[src/rtl/fdiv_pkg.sv]
// fdiv_pkg: shared state encoding, FP32 constants and flag bit positions for the divider issue control
package fdiv_pkg;
    typedef enum logic [1:0] {IDLE = 2'd0, CALC = 2'd1, DONE = 2'd2} state_t;
    localparam logic [31:0] QNAN = 32'h7FC00000;
    localparam logic [31:0] PINF = 32'h7F800000;
    localparam int FLG_INV = 0;
    localparam int FLG_DZ = 1;
    localparam int FLG_OVF = 2;
endpackage

[src/rtl/fp32_classify.sv]
// fp32_classify: FP32 operand classification with denormals treated as zero
module fp32_classify (
    input  logic [31:0] val,
    output logic        is_nan,
    output logic        is_inf,
    output logic        is_zero,
    output logic        sign
);
    assign is_nan = &val[30:23] && |val[22:0];
    assign is_inf = &val[30:23] && ~|val[22:0];
    assign is_zero = ~|val[30:23];
    assign sign = val[31];
endmodule

[src/rtl/fdiv_issue_ctrl.sv]
// fdiv_issue_ctrl: issues operands to a multicycle combinational FP32 divider, resolves special cases locally
module fdiv_issue_ctrl
    import fdiv_pkg::*;
#(
    parameter int MC_CYCLES = 4
) (
    input  logic        clk,
    input  logic        rst,
    input  logic        in_valid,
    output logic        in_ready,
    input  logic [31:0] in_x,
    input  logic [31:0] in_y,
    output logic        out_valid,
    input  logic        out_ready,
    output logic [31:0] out_result,
    output logic [2:0]  out_flags,
    output logic [31:0] div_x,
    output logic [31:0] div_y,
    input  logic [31:0] div_result,
    output logic        busy
);
    state_t state, state_nx;
    logic [3:0] cnt;
    logic xn, xi, xz, xs, yn, yi, yz, ys;
    logic acc, special, s_in, s_dv, ovf, nan_in, inv_in, dz_in;
    logic [31:0] sp_res;
    logic [2:0] sp_flg;
    fp32_classify u_cx (.val(in_x), .is_nan(xn), .is_inf(xi), .is_zero(xz), .sign(xs));
    fp32_classify u_cy (.val(in_y), .is_nan(yn), .is_inf(yi), .is_zero(yz), .sign(ys));
    assign in_ready = state == IDLE;
    assign out_valid = state == DONE;
    assign busy = state != IDLE;
    assign acc = in_valid && in_ready;
    assign special = xn | yn | xi | yi | xz | yz;
    assign s_in = xs ^ ys;
    assign s_dv = div_x[31] ^ div_y[31];
    assign ovf = &div_result[30:23];
    assign nan_in = xn | yn;
    assign inv_in = (xi & yi) | (xz & yz);
    assign dz_in = yz & ~xi;
    // remaining rows after NaN/invalid: any x/0 or inf/x is signed inf, everything else signed zero
    assign sp_res = nan_in || inv_in ? QNAN : yz || xi ? {s_in, PINF[30:0]} : {s_in, 31'd0};
    assign sp_flg = nan_in ? 3'd0 : inv_in ? 3'(1 << FLG_INV) : dz_in ? 3'(1 << FLG_DZ) : 3'd0;
    always_comb begin
        state_nx = state;
        state_nx = state == IDLE ? (acc ? (special ? DONE : CALC) : IDLE)
                 : state == CALC ? (cnt == 4'd0 ? DONE : CALC)
                 : state == DONE ? (out_ready ? IDLE : DONE)
                 : IDLE;
    end
    always_ff @(posedge clk or posedge rst) begin
        if (rst) state <= IDLE;
        else state <= state_nx;
    end
    always_ff @(posedge clk or posedge rst) begin
        if (rst) begin
            cnt <= 4'd0;
            div_x <= 32'd0;
            div_y <= 32'd0;
            out_result <= 32'd0;
            out_flags <= 3'd0;
        end else begin
            if (acc) begin
                div_x <= in_x;
                div_y <= in_y;
                cnt <= 4'(MC_CYCLES - 1);
            end else if (state == CALC && cnt != 4'd0) begin
                cnt <= cnt - 4'd1;
            end
            if (acc && special) begin
                out_result <= sp_res;
                out_flags <= sp_flg;
            end else if (state == CALC && cnt == 4'd0) begin
                out_result <= ovf ? {s_dv, PINF[30:0]} : {s_dv, div_result[30:0]};
                out_flags <= ovf ? 3'(1 << FLG_OVF) : 3'd0;
            end
        end
    end
endmodule

[config.mk]
export PLATFORM = sky130hd
export DESIGN_NAME = fdiv_issue_ctrl
export DESIGN_NICKNAME = d
export VERILOG_FILES = /design/src/rtl/fdiv_pkg.sv /design/src/rtl/fp32_classify.sv /design/src/rtl/fdiv_issue_ctrl.sv
export SDC_FILE = /design/constraint.sdc
export NUM_CORES = 1
export LEC_CHECK = 0
export CORE_AREA = 4 4 114 116
export DETAILED_ROUTE_END_ITERATION = 7
export DIE_AREA = 0 0 118 120
export GPL_TIMING_DRIVEN = 0
export PLACE_DENSITY_LB_ADDON = 0.15
export RECOVER_POWER = 25
export SETUP_SLACK_MARGIN = 0.3
export SLEW_MARGIN = 40
export SYNTH_ARGS = -nofsm -noshare
export SYNTH_HDL_FRONTEND = slang
export SYNTH_SLANG_ARGS = --single-unit
[constraint.sdc]
create_clock -name clk -period 8 [get_ports clk]
set_clock_uncertainty 0.1 [all_clocks]
set_input_delay 2.4 -clock clk [delete_from_list [all_inputs] [get_ports clk]]
set_output_delay 2.4 -clock clk [all_outputs]
set_load 0.01 [all_outputs]
Yosys cells after proc, flatten, opt, wreduce, memory -nomap -nowiden
Index checks and enable logic that the tools add are counted.
{"block": "word_totals", "in_bits": 100, "ff_bits": 105}
{"block": "op_classes", "mux": 20, "n_addsub": 1, "n_bitwise": 12, "n_reduce_logical": 27, "n_eq_ne": 2}
{"cell": "32-bit 2-to-1 mux", "n": 3}
{"cell": "31-bit 2-to-1 mux", "n": 2}
{"cell": "23-bit OR reduction", "n": 2}
{"cell": "8-bit AND reduction", "n": 3}
{"cell": "2-bit 2-to-1 mux", "n": 10}
{"cell": "8-bit OR reduction", "n": 2}
{"cell": "3-bit 2-to-1 mux", "n": 3}
{"cell": "1-bit logical AND", "n": 8}
{"cell": "4-bit 2-to-1 mux", "n": 2}
{"cell": "1-bit OR", "n": 6}
{"cell": "2-bit nonzero test", "n": 3}
{"cell": "1-bit zero test", "n": 4}
{"cell": "4-bit zero test", "n": 1}
{"cell": "4-bit nonzero test", "n": 1}
{"cell": "4-bit by 1-bit subtractor with 4-bit output (second input constant)", "n": 1}
{"cell": "1-bit bitwise AND", "n": 3}
{"cell": "2-bit by 1-bit == test with 1-bit output (second input constant)", "n": 1}
{"cell": "2-bit == test (second input constant)", "n": 1}
{"cell": "2-bit zero test", "n": 1}
{"cell": "1-bit logical OR", "n": 2}
{"cell": "1-bit XOR", "n": 2}
{"cell": "1-bit NOT", "n": 1}

Depth between registers and ports, before layout
Gate-level depths: netlist of the first run.
{"block": "depth", "ltp_word": 10, "ltp_mapped": 8}

Cells and area by module
Synthesis of the first run repeated with hierarchy kept, for this count alone.
{"block": "unflattened", "hier_cells": 473, "hier_area_um2": 4596.9}
{"module": "fdiv_issue_ctrl", "area_each_um2": 4379.2, "n_inst": 1, "cells_each": 439}
{"module": "fp32_classify", "area_each_um2": 108.9, "n_inst": 2, "cells_each": 17}

Worst setup path after synthesis of the first run
Ideal clock, no wire load.
{"block": "synth_timing", "kind": "input port to flip-flop", "from": "input port in_x[24]", "to": "register out_result[16]", "cell_stages": 6, "required_ns": 7.779, "arrival_ns": 3.504, "n_path_buf": 1, "slack_ns": 4.275, "cell_sequence": "nor4_2 nand2_2 a41oi_4 nor2_2 buf_6 a22o_1"}
{"block": "synth_via", "elab_chain_len": 9, "elab_cells_between_ends": 18, "cone_classes": "2 x mux; 8 x bitwise; 8 x reduce/logical"}
{"item": "from (decl)", "line_no": "fdiv_issue_ctrl.sv:11", "rtl": "input logic [31:0] in_x,"}
{"item": "8-bit AND reduction", "line_no": "fp32_classify.sv:9, fp32_classify.sv:10"}
{"item": "1-bit logical AND", "line_no": "fp32_classify.sv:9", "rtl": "assign is_nan = &val[30:23] && |val[22:0];"}
{"item": "1-bit OR", "line_no": "fdiv_issue_ctrl.sv:34, fdiv_issue_ctrl.sv:38"}
{"item": "1-bit OR (4 in series)", "line_no": "fdiv_issue_ctrl.sv:34", "rtl": "assign special = xn | yn | xi | yi | xz | yz;"}
{"item": "1-bit logical AND", "line_no": "fdiv_issue_ctrl.sv:70", "rtl": "if (acc && special) begin"}
{"item": "32-bit 2-to-1 mux or 2-bit nonzero test (tied branches)"}
{"item": "to (signal assigned)", "line_no": "fdiv_issue_ctrl.sv:71", "rtl": "out_result <= sp_res;"}
{"item": "to (signal assigned)", "line_no": "fdiv_issue_ctrl.sv:74", "rtl": "out_result <= ovf ? {s_dv, PINF[30:0]} : {s_dv, div_result[30:0]};"}
{"item": "to (decl)", "line_no": "fdiv_issue_ctrl.sv:15", "rtl": "output logic [31:0] out_result,"}
Several ways; a longest one is shown, not always the timed one.
A chain may end at the register's enable or synchronous reset.

Worst setup path in the final report of the first run
{"block": "layout_timing", "from": "input port in_y[27]", "to": "register out_result[17]"}
{"block": "layout_via", "elab_chain_len": 9, "elab_cells_between_ends": 18, "cone_classes": "2 x mux; 8 x bitwise; 8 x reduce/logical"}
{"item": "from (decl)", "line_no": "fdiv_issue_ctrl.sv:12", "rtl": "input logic [31:0] in_y,"}
{"item": "8-bit AND reduction", "line_no": "fp32_classify.sv:9, fp32_classify.sv:10"}
{"item": "1-bit logical AND", "line_no": "fp32_classify.sv:9"}
{"item": "1-bit OR", "line_no": "fdiv_issue_ctrl.sv:34, fdiv_issue_ctrl.sv:38"}
{"item": "1-bit OR (4 in series)", "line_no": "fdiv_issue_ctrl.sv:34"}
{"item": "1-bit logical AND", "line_no": "fdiv_issue_ctrl.sv:70"}
{"item": "32-bit 2-to-1 mux or 2-bit nonzero test (tied branches)"}
Several ways; a longest one is shown, not always the timed one.

==> results of run 1 <==
==> report_power, final <==
group | leakage [uW] | internal [uW] | switching, uW
Sequential | 0.00130 | 783 | 137
Clock | 0.000176 | 338 | 199
Combinational | 0.00169 | 636 | 541
==> cell families after synthesis <==
logic type | after synthesis
buf+inv | 30
fa+ha+maj | 1
simple gates | 281
flops | 105
compound gates | 45
xor+xnor | 5
==> worst max-delay path, cell delays in order <==
cell,delay [ns]
clkdlybuf4s50_1,0.44
nor4_1,0.37
nand2_1,0.28
a41oi_4,0.35
nor2_2,0.08
buf_6,0.15
a22o_1,0.23
==> cells in the mapped netlist, drive strengths merged, types with 2 or more instances <==
| master | number |
|---|---|
| a22o | 10 |
| a22oi | 13 |
| a31oi | 8 |
| and2 | 2 |
| buf | 13 |
| clkbuf | 12 |
| dfrtp | 105 |
| inv | 5 |
| nand2 | 219 |
| nand3 | 3 |
| nand4 | 9 |
| nor2 | 21 |
| nor2b | 2 |
| nor3 | 4 |
| nor4 | 16 |
| o211ai | 2 |
| o21ai | 3 |
| or2 | 2 |
| xnor2 | 4 |
==> worst paths after layout <==
check,slack [ns],start,depth (start not counted),end
worst max-delay path,3.81,in_y[27],7,out_result[17]$_DFFE_PP0P_
worst min-delay path,0.37,div_x[4]$_DFFE_PP0P_,2,div_x[4]$_DFFE_PP0P_
worst max register to register,5.73,cnt[0]$_DFFE_PP0P_,8,out_result[8]$_DFFE_PP0P_
worst min register to register,0.37,div_x[4]$_DFFE_PP0P_,2,div_x[4]$_DFFE_PP0P_
max in group asynchronous,3.91,rst,3,out_result[9]$_DFFE_PP0P_
min in group asynchronous,2.91,rst,2,div_y[16]$_DFFE_PP0P_
==> layout by cell type, fill, tap and decap left out, types with 2 or more instances in the layout <==
cell	synthesis	routed
nand3_1	3	3
nand2_1	218	218
or2_1	2	2
nor4_1	14	14
clkdlybuf4s50_1	0	199
nor2b_1	2	2
o21ai_0	2	2
clkbuf_16	0	9
a22oi_1	13	13
dfrtp_1	105	105
bufinv_16	0	4
nor2_1	20	20
buf_2	10	10
nor4_2	2	2
nor3_1	4	4
buf_6	2	2
a31oi_1	8	8
a22o_1	10	10
nand4_1	9	9
inv_1	5	4
xnor2_1	4	4
o211ai_1	2	2
clkbuf_1	12	12
==> through the flow <==
step | cells | cell area, sq um | utilization (%) | total power [uW]
finish | 831 | 6944 | 58.30 | 2633
global route | 831 | 6944 | 58.30 | 2816
CTS | 831 | 6950 | 58.35 | 2672
detailed placement | 815 | 6584 | 55.27 | 2117
global placement | 814 | 6549 | 54.98 | 2089
floorplan | 467 | 4363 | - | 1433
==> final cells by class <==
type / instances / area [sq um] / area share [%]
Tap cell: 147 / 183.9 / 2.649
Clock buffer: 9 / 225.2 / 3.243
Multi-Input combinational cell: 332 / 1595 / 22.97
Inverter: 5 / 20.02 / 0.2883
Clock inverter: 7 / 141.4 / 2.036
Timing Repair Buffer: 201 / 2029 / 29.23
Sequential cell: 105 / 2628 / 37.84
Buffer: 25 / 121.4 / 1.748
==> registers in the layout, indices dropped and copies added, names as in the netlist <==
register    cells
cnt             4
out_result     32
div_y          32
div_x          32
state           2
out_flags       3
==> layer usage <==
metal  GRT usage, %  up-vias  part of all wire, %
met5              0        -                    0
met4          3.736        0                 0.74
met3          8.577        7                  7.7
met2          31.66      119                   49
met1          22.67     1936                   42
li1               -     1965                    -
==> metrics.csv, run 1 <==
stage,metric,value,unit
run_status,outcome,finished with violations,
run_status,failing checks,"max-capacitance violations, max-slew violations",
logic_synthesis,async set or reset register ratio after synthesis,100.0,%
global_route,GRT overflow,0,
sta,RSZ-0062 raised after global routing,false,
logic_synthesis,Synth Register Bits,105,
setup_path,Critical Path AT,4.33,ns
placement,DP HPWL,10010,um
die,num ports,202,
global_route,Global Route Usage Sum,18.92,%
power,Max VDD drop,0.2059,mV
clock_tree,clk buf depth,2,
clock_tree,Post-CTS Repair Setup Buffers,0,
global_route,first-pass GRT wire length,21330,um
die,Die Ht,120,um
global_route,initial antenna violation count,0,
logic_synthesis,Syn Nets,568,
final_layout,ant diodes,0,
detailed_routing,Pre-Repair DR Iteration Count,4,
clock_tree,post-CTS sizing,0,
die,die area,14160,sq um
logic_synthesis,number of synthesized flops with an enable pin,0,
global_route,vias in the first global route,4159,
placement,PortBufs,200,
logic_synthesis,ys flop type,dfrtp_1,
logic_synthesis,xor/xnor share of the synthesized area,1.004,%
setup_path,nature of the critical path endpoint,flop,
logic_synthesis,post-synthesis simple-gate area fraction,26.81,%
detailed_routing,WL/cell,15.83,um
sta,min Tclk post-route,4.189,ns
detailed_routing,Antenna Violating Nets Remaining,0,
power,Power Density,379.1,nW/um^2
setup_path,crit start category,input pin,
run,number of max-cap violations,1,
clock_tree,Clock Tree Root,clkbuf_16,
final_layout,fraction of layout instances using a drive strength above 1,5.409,%
sta,Setup-failing EPs final,0,
logic_synthesis,YS warnings,0,
logic_synthesis,top post-synthesis cells by area,"dfrtp_1, nand2_1, a22oi_1, a22o_1, nor4_1",
clock_tree,Sink Count,105,
power,P_leak,0.003165,uW
sta,Final Hold Vio Count,0,
clock_tree,worst skew pair latency,0.35,ns
die,Initial Util,36.63,%
clock_tree,CTS Hold Bufs,0,
logic_synthesis,sequential share of the synthesized area,60.22,%
logic_synthesis,Cells after Synth,467,
logic_synthesis,largest family of logic cells by synthesized area,simple AND/OR/NAND/NOR gates,
detailed_routing,Routed Wire Length,13160,um
placement,routability cong.,0.8250,
logic_synthesis,post-synth top area share,60.22,%
placement,DP Worst Slack,3.439,ns
final_layout,nets,780,
sta,Max-Slew Margin vs Limit,-32.58,%
die,Core Area,11910,sq um
min_path,Hold WC Path Type,flop to flop,
sta,period utilization,52.37,%
logic_synthesis,"Distinct cells, synth",40,
clock_tree,# H-tree levels,3,
setup_path,critical path required time,8.14,ns
setup_path,Crit Path Category,input pin to flop,
logic_synthesis,Compound-Gate Fraction of Synth Area,8.460,%
clock_tree,TritonCTS Buffers,9,
sta,FMAX,238.7,MHz
setup_path,CP Max Fanout,10,
detailed_routing,DR vias,4027,
clock_tree,"CTS clk-pin slew, worst paths",0.07,ns
clock_tree,CTS tree,done,
detailed_routing,DR DRC count,0,
sta,worst slew pin tran,1.978,ns
sta,Setup TNS,0,ns
logic_synthesis,mux share of post-synthesis cell area,0,%
sta,worst hold slack,0.3738,ns
global_route,largest net degree at the start of global routing,65,
detailed_routing,Initial DRC Count,215,
logic_synthesis,Adder-Cell Fraction of Synth Area,0.2868,%
sta,final setup margin,3.811,ns
final_layout,# fillers,1073,
logic_synthesis,Synth area leader,dfrtp_1,
final_layout,Area Growth Syn to Fin,59.16,%
detailed_routing,drt via density,4.846,
logic_synthesis,area of the mapped netlist,4363,sq um
logic_synthesis,Avg Inst Size Synth,9.342,sq um
die,Die X,118,um
sta,Pins Over Slew Limit,42,
die,FP Rows,40,
Power figures use the tool's default switching activity.
==> inputs of run 2 (changes only) <==
==> constraint.sdc (replaced) <==
create_clock -name clk -period 3.6 [get_ports clk]
set_clock_uncertainty 0.1 [all_clocks]
set_input_delay 1.08 -clock clk [delete_from_list [all_inputs] [get_ports clk]]
set_output_delay 1.08 -clock clk [all_outputs]
set_load 0.01 [all_outputs]
==> metrics.csv, run 2 (synthesis results as in run 1) <==
stage,metric,value,unit
clock_tree,Clock Tree Root,clkbuf_16,
power,Power Density,815.2,nW/um^2
detailed_routing,drt via density,4.856,
sta,Max-Slew Margin vs Limit,36.27,%
global_route,vias in the first global route,4327,
sta,Final Hold Vio Count,0,
global_route,initial antenna violation count,0,
final_layout,Layout Cells excl Fill,834,
power,P_leak,0.003149,uW
die,FP Rows,40,
detailed_routing,Routed Wire Length,13180,um
clock_tree,Post-CTS Repair Setup Buffers,0,
die,Core Area,11910,sq um
sta,worst slew pin tran,0.9560,ns
run_status,outcome,completed,
placement,PortBufs,200,
run,number of max-cap violations,0,
placement,DP HPWL,10360,um
final_layout,most frequent cells in the layout,"nand2_1, clkdlybuf4s50_1, dfrtp_1, nor2_1, clkbuf_1",
clock_tree,TritonCTS Buffers,9,
detailed_routing,Pre-Repair DR Iteration Count,4,
global_route,largest net degree at the start of global routing,26,
clock_tree,"CTS clk-pin slew, worst paths",0.07,ns
final_layout,fin util,57.96,%
clock_tree,Sink Count,105,
die,num ports,202,
final_layout,largest registers,"div_x x32, div_y x32, out_result x32",
min_path,Hold WC Path Type,flop to flop,
detailed_routing,Antenna Violating Nets Remaining,0,
detailed_routing,DR DRC count,0,
placement,DP Worst Slack,0.3616,ns
setup_path,crit-path leading delay family,simple AND/OR/NAND/NOR gates,
final_layout,ant diodes,0,
setup_path,Crit Path Category,input pin to flop,
final_layout,nets,783,
sta,worst hold slack,0.3724,ns
sta,final setup margin,0.7363,ns
setup_path,worst stage delay on the critical path,0.45,ns
final_layout,"commonest non-fill, non-tap cell in the layout",nand2_1,
placement,routability cong.,0.8035,
sta,Pins Over Slew Limit,0,
final_layout,Area Growth Syn to Fin,58.24,%
detailed_routing,WL/cell,15.81,um
clock_tree,CTS Hold Bufs,0,
die,die area,14160,sq um
die,Die Ht,120,um
clock_tree,worst skew pair latency,0.34,ns
global_route,first-pass GRT wire length,21940,um
sta,FMAX,349.2,MHz
detailed_routing,Initial DRC Count,250,
setup_path,slowest CP cell,clkdlybuf4s50_1,
sta,Setup TNS,0,ns
setup_path,CP Max Fanout,10,
sta,period utilization,79.55,%
setup_path,Critical Path AT,2.99,ns
setup_path,WP buf/inv,2,
clock_tree,CTS tree,done,
sta,min Tclk post-route,2.864,ns
die,Die X,118,um
setup_path,ordered list of cells on the worst path,clkdlybuf4s50_1 > nor4_1 > nand2_1 > a41oi_4 > nor2_2 > buf_6 > a22o_1,
placement,placed cells,818,
power,Max VDD drop,0.4080,mV
clock_tree,clk buf depth,2,
setup_path,critical path required time,3.73,ns
sta,RSZ-0062 raised after global routing,false,
final_layout,fraction of layout instances using a drive strength above 1,5.240,%
clock_tree,# H-tree levels,3,
clock_tree,post-CTS sizing,0,
setup_path,crit start category,input pin,
global_route,Global Route Usage Sum,19.36,%
global_route,GRT overflow,0,
die,Initial Util,36.63,%
detailed_routing,DR vias,4050,
setup_path,nature of the critical path endpoint,flop,
sta,Setup-failing EPs final,0,
==> run 2: worst paths after layout <==
path / from / endpoint / slack, ns / depth (start not counted)
setup / recovery: in_y[27] / out_result[20]$_DFFE_PP0P_ / 0.74 / 7
hold / removal: div_x[14]$_DFFE_PP0P_ / div_x[14]$_DFFE_PP0P_ / 0.37 / 2
setup reg to reg: cnt[0]$_DFFE_PP0P_ / out_result[8]$_DFFE_PP0P_ / 1.35 / 8
hold reg to reg: div_x[14]$_DFFE_PP0P_ / div_x[14]$_DFFE_PP0P_ / 0.37 / 2
max in group asynchronous: rst / div_x[24]$_DFFE_PP0P_ / 0.82 / 4
min in group asynchronous: rst / div_y[14]$_DFFE_PP0P_ / 1.22 / 2
==> run 2: report_power, final <==
group,total (uW),switching [uW],internal (uW)
clock,973,416,557
combinational,2610,1200,1420
sequential,2040,304,1740
==> run 2: tightest hold or removal path: cells and delay by family, from the launching register on <==
family           cells  cell delay [ns]
DFF                  1             0.34
and+or+nand+nor      2             0.10
==> run 2: final cells by class <==
class	count	area, sq um
clock buffers	13	250.2
repair buffers	204	2066
fillers	1051	5007
plain buffers	25	121.4
well taps	147	183.9
inverters	5	20.02
clock inverters	3	40.04
multi-input cells	332	1595
flip-flops and latches	105	2628
==> run 2: per-layer routing <==
| layer | GRT usage [%] | share of wire (%) | vias up |
|---|---|---|---|
| met4 | 5.568 | 0.92 | 0 |
| met5 | 0 | 0 | - |
| met3 | 8.341 | 7.0 | 10 |
| met2 | 31.94 | 50 | 121 |
| met1 | 23.14 | 42 | 1952 |
| li1 | - | - | 1967 |
==> run 2: through the flow <==
| stage | instance area (sq um) | power, uW |
|---|---|---|
| floorplan | 4367 | 3185 |
| global placement | 6553 | 4640 |
| detailed placement | 6640 | 4711 |
| CTS | 6930 | 5717 |
| global route | 6904 | 6044 |
| finish | 6904 | 5628 |
==> inputs of run 3 (changes only) <==
==> constraint.sdc (replaced) <==
create_clock -name clk -period 2.38 [get_ports clk]
set_clock_uncertainty 0.1 [all_clocks]
set_input_delay 0.714 -clock clk [delete_from_list [all_inputs] [get_ports clk]]
set_output_delay 0.714 -clock clk [all_outputs]
set_load 0.01 [all_outputs]
==> metrics.csv, run 3 (synthesis results as in run 1) <==
stage,metric,value,unit
die,num ports,202,
detailed_routing,Antenna Violating Nets Remaining,0,
clock_tree,# H-tree levels,3,
min_path,Hold Crit Depth,2,
setup_path,CP Max Fanout,2,
sta,Setup-failing EPs final,0,
run,number of max-cap violations,0,
final_layout,most frequent cells in the layout,"nand2_1, dfrtp_1, dlymetal6s2s_1, dlygate4sd2_1, clkdlybuf4s50_1",
setup_path,WP buf/inv,1,
detailed_routing,DR top layer,met4,
placement,PortBufs,200,
final_layout,Layout Cells excl Fill,843,
detailed_routing,Routed Wire Length,13720,um
global_route,first-pass GRT wire length,22400,um
detailed_routing,DR vias,4154,
die,Initial Util,36.63,%
clock_tree,Sink Count,105,
sta,Final Hold Vio Count,0,
sta,Max-Slew Margin vs Limit,34.89,%
detailed_routing,Pre-Repair DR Iteration Count,4,
detailed_routing,drt via density,4.928,
sta,min Tclk post-route,2.040,ns
detailed_routing,met2 wire len,6823,um
final_layout,fraction of layout instances using a drive strength above 1,13.65,%
sta,FMAX,490.1,MHz
placement,placed cells,818,
min_path,Hold WC Path Type,flop to flop,
final_layout,"commonest non-fill, non-tap cell in the layout",nand2_1,
global_route,largest net degree at the start of global routing,26,
global_route,vias in the first global route,4421,
clock_tree,CTS tree,done,
final_layout,fin util,60.25,%
placement,routability cong.,0.8035,
run_status,outcome,completed,
detailed_routing,Post-Route M1 WL,5625,um
die,Core Area,11910,sq um
power,clock share of power,18.1,%
detailed_routing,Initial DRC Count,226,
placement,DP HPWL,10360,um
sta,period utilization,85.73,%
power,Logic pwr share,44.5,%
die,die area,14160,sq um
sta,Pins Over Slew Limit,0,
clock_tree,"CTS clk-pin slew, worst paths",0.07,ns
placement,DP Worst Slack,-0.4924,ns
final_layout,nets,792,
clock_tree,CTS Hold Bufs,0,
final_layout,Area Growth Syn to Fin,64.50,%
final_layout,ant diodes,0,
detailed_routing,WL/cell,16.28,um
setup_path,Crit Path Category,flop to primary output,
setup_path,Stages on worst setup path,1,
clock_tree,clk buf depth,2,
global_route,Global Route Usage Sum,19.75,%
placement,post-placement cell area,6640,sq um
final_layout,largest registers,"div_x x32, div_y x32, out_result x32",
die,Die X,118,um
power,P_leak,0.004118,uW
detailed_routing,met3 wire length,1040,um
power,Psw,2927,uW
sta,RSZ-0062 raised after global routing,true,
sta,final setup margin,0.3396,ns
setup_path,crit-path leading delay family,buffers and inverters,
clock_tree,worst skew pair latency,0.34,ns
die,Die Ht,120,um
setup_path,worst-case reg-to-reg path depth,8,
power,Pint,5263,uW
global_route,initial antenna violation count,0,
final_layout,final design instance area without fill,7177,sq um
setup_path,crit start category,flop,
power,Sequential Power Share,37.5,%
sta,worst slew pin tran,0.9713,ns
setup_path,Critical Path AT,1.23,ns
power,Max VDD drop,0.5984,mV
sta,Setup TNS,0,ns
setup_path,ordered list of cells on the worst path,clkdlybuf4s50_1,
power,switching part of the total,35.74,%
clock_tree,TritonCTS Buffers,9,
setup_path,slowest CP cell,clkdlybuf4s50_1,
setup_path,nature of the critical path endpoint,primary output,
detailed_routing,DR DRC count,0,
setup_path,worst stage delay on the critical path,0.53,ns
clock_tree,Clock Tree Root,clkbuf_16,
setup_path,critical path required time,1.57,ns
final_layout,# fillers,1040,
power,Power Density,1141,nW/um^2
die,FP Rows,40,
global_route,GRT overflow,0,
## run 3: per-stage QoR
step	total power, uW	hold slack [ns]
floorplan	4818	0.4019
global placement	7018	0.3575
detailed placement	7126	0.3612
CTS	8391	0.3733
global route	8808	0.3920
finish	8190	0.3687
## run 3: final cells by class
cell class	instances	area, sq um	share of cell area (%)
flip-flops and latches	105	2628	36.61
plain buffers	25	143.9	2.005
clock buffers	13	250.2	3.487
inverters	5	20.02	0.2789
well taps	147	183.9	2.563
multi-input cells	332	1753	24.42
clock inverters	3	40.04	0.5579
repair buffers	213	2158	30.07
## run 3: path summary, 6_finish.rpt
path	from	to	slack, ns
max	div_y[7]$_DFFE_PP0P_	div_y[7]	0.34
min	div_x[14]$_DFFE_PP0P_	div_x[14]$_DFFE_PP0P_	0.37
max reg2reg	cnt[0]$_DFFE_PP0P_	out_result[8]$_DFFE_PP0P_	0.47
min reg2reg	div_x[14]$_DFFE_PP0P_	div_x[14]$_DFFE_PP0P_	0.37
max in group asynchronous	rst	out_result[4]$_DFFE_PP0P_	0.49
min in group asynchronous	rst	div_y[8]$_DFFE_PP0P_	0.89
## run 3: power groups by stage
stage	clock, uW	sequential, uW	combinational (uW)
6_report	1480	3070	3640
2_1_floorplan	0	3460	1360
5_1_grt	1600	3180	4030
3_5_place_dp	0	3110	4010
3_3_place_gp	0	3080	3940
4_1_cts	1530	3090	3780
## run 3: layer usage
metal,GRT usage (%),vias to the layer above
li1,-,1985
met2,32.55,136
met1,23.77,2013
met3,8.058,20
met4,6.007,0
met5,0,-
## run 3: timing repair
item / 4_1_cts / 5_1_grt
buffers inserted: 7 / 1
endpoints found under the setup margin: 109 / 132
gates cloned: 1 / 0
pin swaps: 22 / 27
gates resized for setup: 117 / 121
## run 3: worst min-delay path: stages, from the launching register on
cell	delay [ns]
dfrtp_1	0.34
nand2_1	0.05
nand2_1	0.05
==> patch 1, RTL diff (flow settings as in run 1) <==
The 3 states of `state_t` get a one-hot encoding in 3 bits.
--- a/src/rtl/fdiv_pkg.sv
+++ b/src/rtl/fdiv_pkg.sv
@@ -2,3 +2,3 @@
 package fdiv_pkg;
-    typedef enum logic [1:0] {IDLE = 2'd0, CALC = 2'd1, DONE = 2'd2} state_t;
+    typedef enum logic [2:0] {IDLE = 3'b001, CALC = 3'b010, DONE = 3'b100} state_t;
     localparam logic [31:0] QNAN = 32'h7FC00000;
Function: same outputs for any inputs over 10 cycles, from zero or initial values and one cycle with rst high; not proved beyond that.
==> patch 1 against run 1 <==
  * The run still ends with capacitance limit, slew limit left
  * Cell count down 2.3%
  * Cell area down 0.25%
  * Synthesized area grew 1.3%
  * Global-route usage is essentially flat
  * Combinational power decreased by 7%
  * Sequential cell count is 1 higher
  * Worst setup slack lost 0.30 ns
  * Wire length up 0.51%
  * Power decreased by 6.2%
  * Register-to-register slack better by 0.04 ns
  * First-iteration DRC count down 21%
  * Maximum frequency decreased by 6.8%
  * Critical path depth is 5 lower
  * Largest cell class unchanged
==> patch 1: results (changes against run 1) <==
critical path arrival 1.99 ns (-2.34 ns); Largest regs div_x: 32 flops, div_y: 32 flops, out_result: 32 flops; sequential area share after synthesis 60.1% (-0.16 points); R2R setup slack 5.77 ns (+0.04 ns); Synth Area in XOR/XNOR 0.991% (-0.013 points); min-delay src div_y[29]$_DFFE_PP0P_; Post-DP HPWL 10200 µm (+1.5%); worst skew pair latency 0.34 ns; failing checks capacitance limit, slew limit; proportion of layout cells with a drive suffix above 1 6.17% (+0.76 points); DRT iter0 DRCs 169 (-21%); peak supply drop 0.000171 V (-17%); vias in the first global route 4081 (-1.9%); Synth Area in Adders 0.283% (-0.0036 points); Total GRT Usage 18.9% (+0.023 points); Max Cap Viol 1 (unchanged); vias per cell 4.86 (+0.26%); Commonest cells post-synth 202 x nand2_1, 105 x dfrtp_1, 23 x a22o_1, 16 x nor4_1, 10 x o21ai_0; cell count after placement 797 (-2.2%); DP Worst Slack 3.07 ns (-0.372 ns); non-filler instance count after layout 812 (-2.3%); final count of pins violating max slew 36 (-14%); Area contributors post-synth dfrtp_1 59%, nand2_1 17%, a22o_1 4.6%; Leakage 0.00325 µW (+2.7%); Synth Area in Compound Gates 8.24% (-0.22 points); crit path max fanout 5 (-5); Worst Max-Slew Pin Slew 1.72 ns (-0.259 ns); R2R Path Start state[0]$_DFF_PP1_; Final #Nets 762 (-2.3%); CP Class register to output pin; period utilisation layout 56.2% (+3.8 points); syn nets 550 (-3.2%); fill count 1093 (+1.9%); outcome finished, violations left; largest net degree at the start of global routing 72 (+11%); mux share of post-synthesis cell area 1.81% (+1.8 points); GPL Wtd Cong 0.766 (-7.2%); first-pass GRT wire length 21600 µm (+1.3%)
patch 1: final cells by class:
| type | count | share of cell area (%) |
|---|---|---|
| clock inverter | 5 | 0.795 |
| tap | 147 | 2.66 |
| inverter | 6 | 0.415 |
| buffer | 22 | 2.19 |
| multi-input combinational | 315 | 22.9 |
| timing repair buffer | 201 | 29.3 |
| clock buffer | 10 | 3.45 |
| sequential | 106 | 38.3 |
patch 1: stage by stage:
| stage | power [µW] | area (µm²) | utilization [%] | hold WS, ns |
|---|---|---|---|---|
| floorplan | 1370 | 4420 | - | 0.402 |
| global placement | 2020 | 6600 | 55.4 | 0.359 |
| detailed placement | 2050 | 6640 | 55.7 | 0.361 |
| CTS | 2510 | 6930 | 58.2 | 0.379 |
| global route | 2650 | 6930 | 58.2 | 0.390 |
| finish | 2470 | 6930 | 58.2 | 0.372 |
patch 1: metal layers:
layer	share of wire (%)	track usage, %	up-vias
met1	43	23.7	1871
met5	0	0	-
met3	8.6	7.40	12
met2	48	30.9	149
li1	-	-	1913
met4	0.98	4.91	0
patch 1: worst paths after layout:
kind	endpoint	cells after the start
max	in_ready	2
min	div_y[29]$_DFFE_PP0P_	2
max reg2reg	out_result[26]$_DFFE_PP0P_	6
min reg2reg	div_y[29]$_DFFE_PP0P_	2
max in group asynchronous	state[0]$_DFF_PP1_	3
min in group asynchronous	div_y[26]$_DFFE_PP0P_	2
patch 1: power by group:
group | internal (µW) | total, µW | switching [µW]
Clock | 249 | 442 | 193
Sequential | 786 | 926 | 140
Combinational | 614 | 1100 | 489
Total | 1650 | 2470 | 822
patch 1: worst max-delay path: stages, from the launching register on:
cell             delay, ns
dfstp_2               0.57
nor3b_1               0.45
clkdlybuf4s50_1       0.64
==> patch 2, RTL diff (settings of run 1) <==
Made on the original files. Register the input `div_result` before use. The logic sees it one clock later. The other inputs are not delayed to match.
--- a/src/rtl/fdiv_issue_ctrl.sv
+++ b/src/rtl/fdiv_issue_ctrl.sv
@@ -21,2 +21,9 @@
 );
+
+    logic [31:0] div_result_q;
+
+    always_ff @(posedge clk) begin
+        div_result_q <= div_result;
+    end
+
     state_t state, state_nx;
@@ -36,3 +43,3 @@
     assign s_dv = div_x[31] ^ div_y[31];
-    assign ovf = &div_result[30:23];
+    assign ovf = &div_result_q[30:23];
     assign nan_in = xn | yn;
@@ -73,3 +80,3 @@
             end else if (state == CALC && cnt == 4'd0) begin
-                out_result <= ovf ? {s_dv, PINF[30:0]} : {s_dv, div_result[30:0]};
+                out_result <= ovf ? {s_dv, PINF[30:0]} : {s_dv, div_result_q[30:0]};
                 out_flags <= ovf ? 3'(1 << FLG_OVF) : 3'd0;
Behaviour: not the same (Yosys sat finds a counterexample within 10 cycles, from zero or initial values and one cycle with rst high).
==> patch 2 against run 1 <==
  * The flow still finishes with violations (capacitance limit, slew limit)
  * Wire length grew 7.9%
  * Sequential cell count grew 31
  * Count of clock-buffer cells in the layout is 10 higher
  * Critical path type is now primary input to asynchronous set/reset pin
  * Cell area increased by 13%
  * Worst setup slack got worse by 0.30 ns
  * Synthesized area is 15% higher
  * Power increased by 16%
  * Hold slack got worse by 0.025 ns
==> patch 2: results (changes against run 1) <==
outcome finished, violations left; failing checks capacitance limit, slew limit; Max Cap Viol 1 (unchanged); peak supply drop 0.000203 V (-1.5%); first-pass GRT wire length 22800 µm (+7.1%); period utilisation layout 56.1% (+3.7 points); Hold Path End out_result[2]$_DFFE_PP0P_; Synth Area in XOR/XNOR 0.870% (-0.13 points); delay-heaviest family, CP buffers and inverters; vias in the first global route 4566 (+9.8%); GR Util met3 8.06% (-0.52 points); Area contributors post-synth dfrtp_1 52%, nand2_1 17%, dfxtp_1 12%; WHS Path Cells 1 (-1); met2 Use GR 34.2% (+2.6 points); Worst Max-Slew Pin Slew 2.66 ns (+0.683 ns); metal3 WL 1080 µm (+6.8%); crit path max fanout 58 (+48); CTS buffer count 17 (+8); Worst R2R End out_result[4]$_DFFE_PP0P_; GPL Wtd Cong 0.841 (+1.9%); min-delay src div_result_q[2]$_DFF_P_; vias 4380 (+8.8%); sequential area share after synthesis 64.5% (+4.3 points); M1 GR Usage 23.6% (+0.92 points); largest net degree at the start of global routing 59 (-9.2%); Final #Nets 827 (+6.0%); drt pass-1 iters 6 (+2); asr flop ratio synth 77.2% (-23 points); proportion of layout cells with a drive suffix above 1 7.71% (+2.3 points); Synth Area in Adders 0.249% (-0.038 points); placed instance area 7260 µm² (+10%); DRT iter0 DRCs 257 (+20%); synth unique cells 45 (+13%); worst skew pair latency 0.41 ns (+0.06 ns); R2R setup slack 6.02 ns (+0.29 ns); Psw 994 µW (+13%); Synth Area in Compound Gates 7.21% (-1.3 points); fill count 1012 (-5.7%); Slowest Stage Delay on Critical Path 1.51 ns (+1.07 ns); critical path arrival 4.49 ns (+0.16 ns); WL met1 5580 µm (+0.50%); DR WL met2 7140 µm (+10%); DP Worst Slack 3.50 ns (+0.0597 ns); final count of pins violating max slew 58 (+38%)
-- patch 2: cell count changes in the layout (fill, tap and decap cells not counted), moves of 8 or more --
cell,run 1,this run
dlygate4sd3_1,1,32
a31oi_1,8,0
a22o_1,10,1
dfxtp_1,0,31
clkbuf_16,9,17
clkdlybuf4s50_1,199,168
-- patch 2: through the flow --
step,instances,total power [µW],hold slack (ns)
after floorplan,506,1600,0.327
after global placement,853,2240,0.333
after detailed placement,854,2290,0.338
after CTS,886,3090,0.353
after global routing,886,3240,0.365
final,886,3050,0.349
-- patch 2: worst max-delay path by stage --
| stage | startpoint | endpoint | depth (start not counted) |
|---|---|---|---|
| 2_1_floorplan | rst | cnt[0]$_DFFE_PP0P_ | 1 |
| 5_1_grt | rst | div_y[15]$_DFFE_PP0P_ | 2 |
| 4_1_cts | state[0]$_DFF_PP0_ | in_ready | 2 |
| 6_report | rst | div_y[15]$_DFFE_PP0P_ | 2 |
| 3_3_place_gp | rst | div_y[23]$_DFFE_PP0P_ | 2 |
| 3_5_place_dp | in_y[12] | out_result[27]$_DFFE_PP0P_ | 6 |
-- patch 2: power groups by stage --
stage / clock, µW / sequential (µW) / combinational, µW
global route: 841 / 1120 / 1280
finish: 794 / 1080 / 1170
floorplan: 0 / 1190 / 408
global placement: 0 / 1080 / 1160
CTS: 811 / 1090 / 1200
detailed placement: 0 / 1090 / 1190
-- patch 2: cell type report --
class	count	area (µm²)	share of cell area (%)
plain buffers	24	141	1.80
clock buffers	19	453	5.76
clock inverters	13	155	1.97
inverters	5	20.0	0.255
multi-input cells	341	1630	20.7
flip-flops and latches	136	3250	41.3
well taps	147	184	2.34
repair buffers	201	2030	25.8
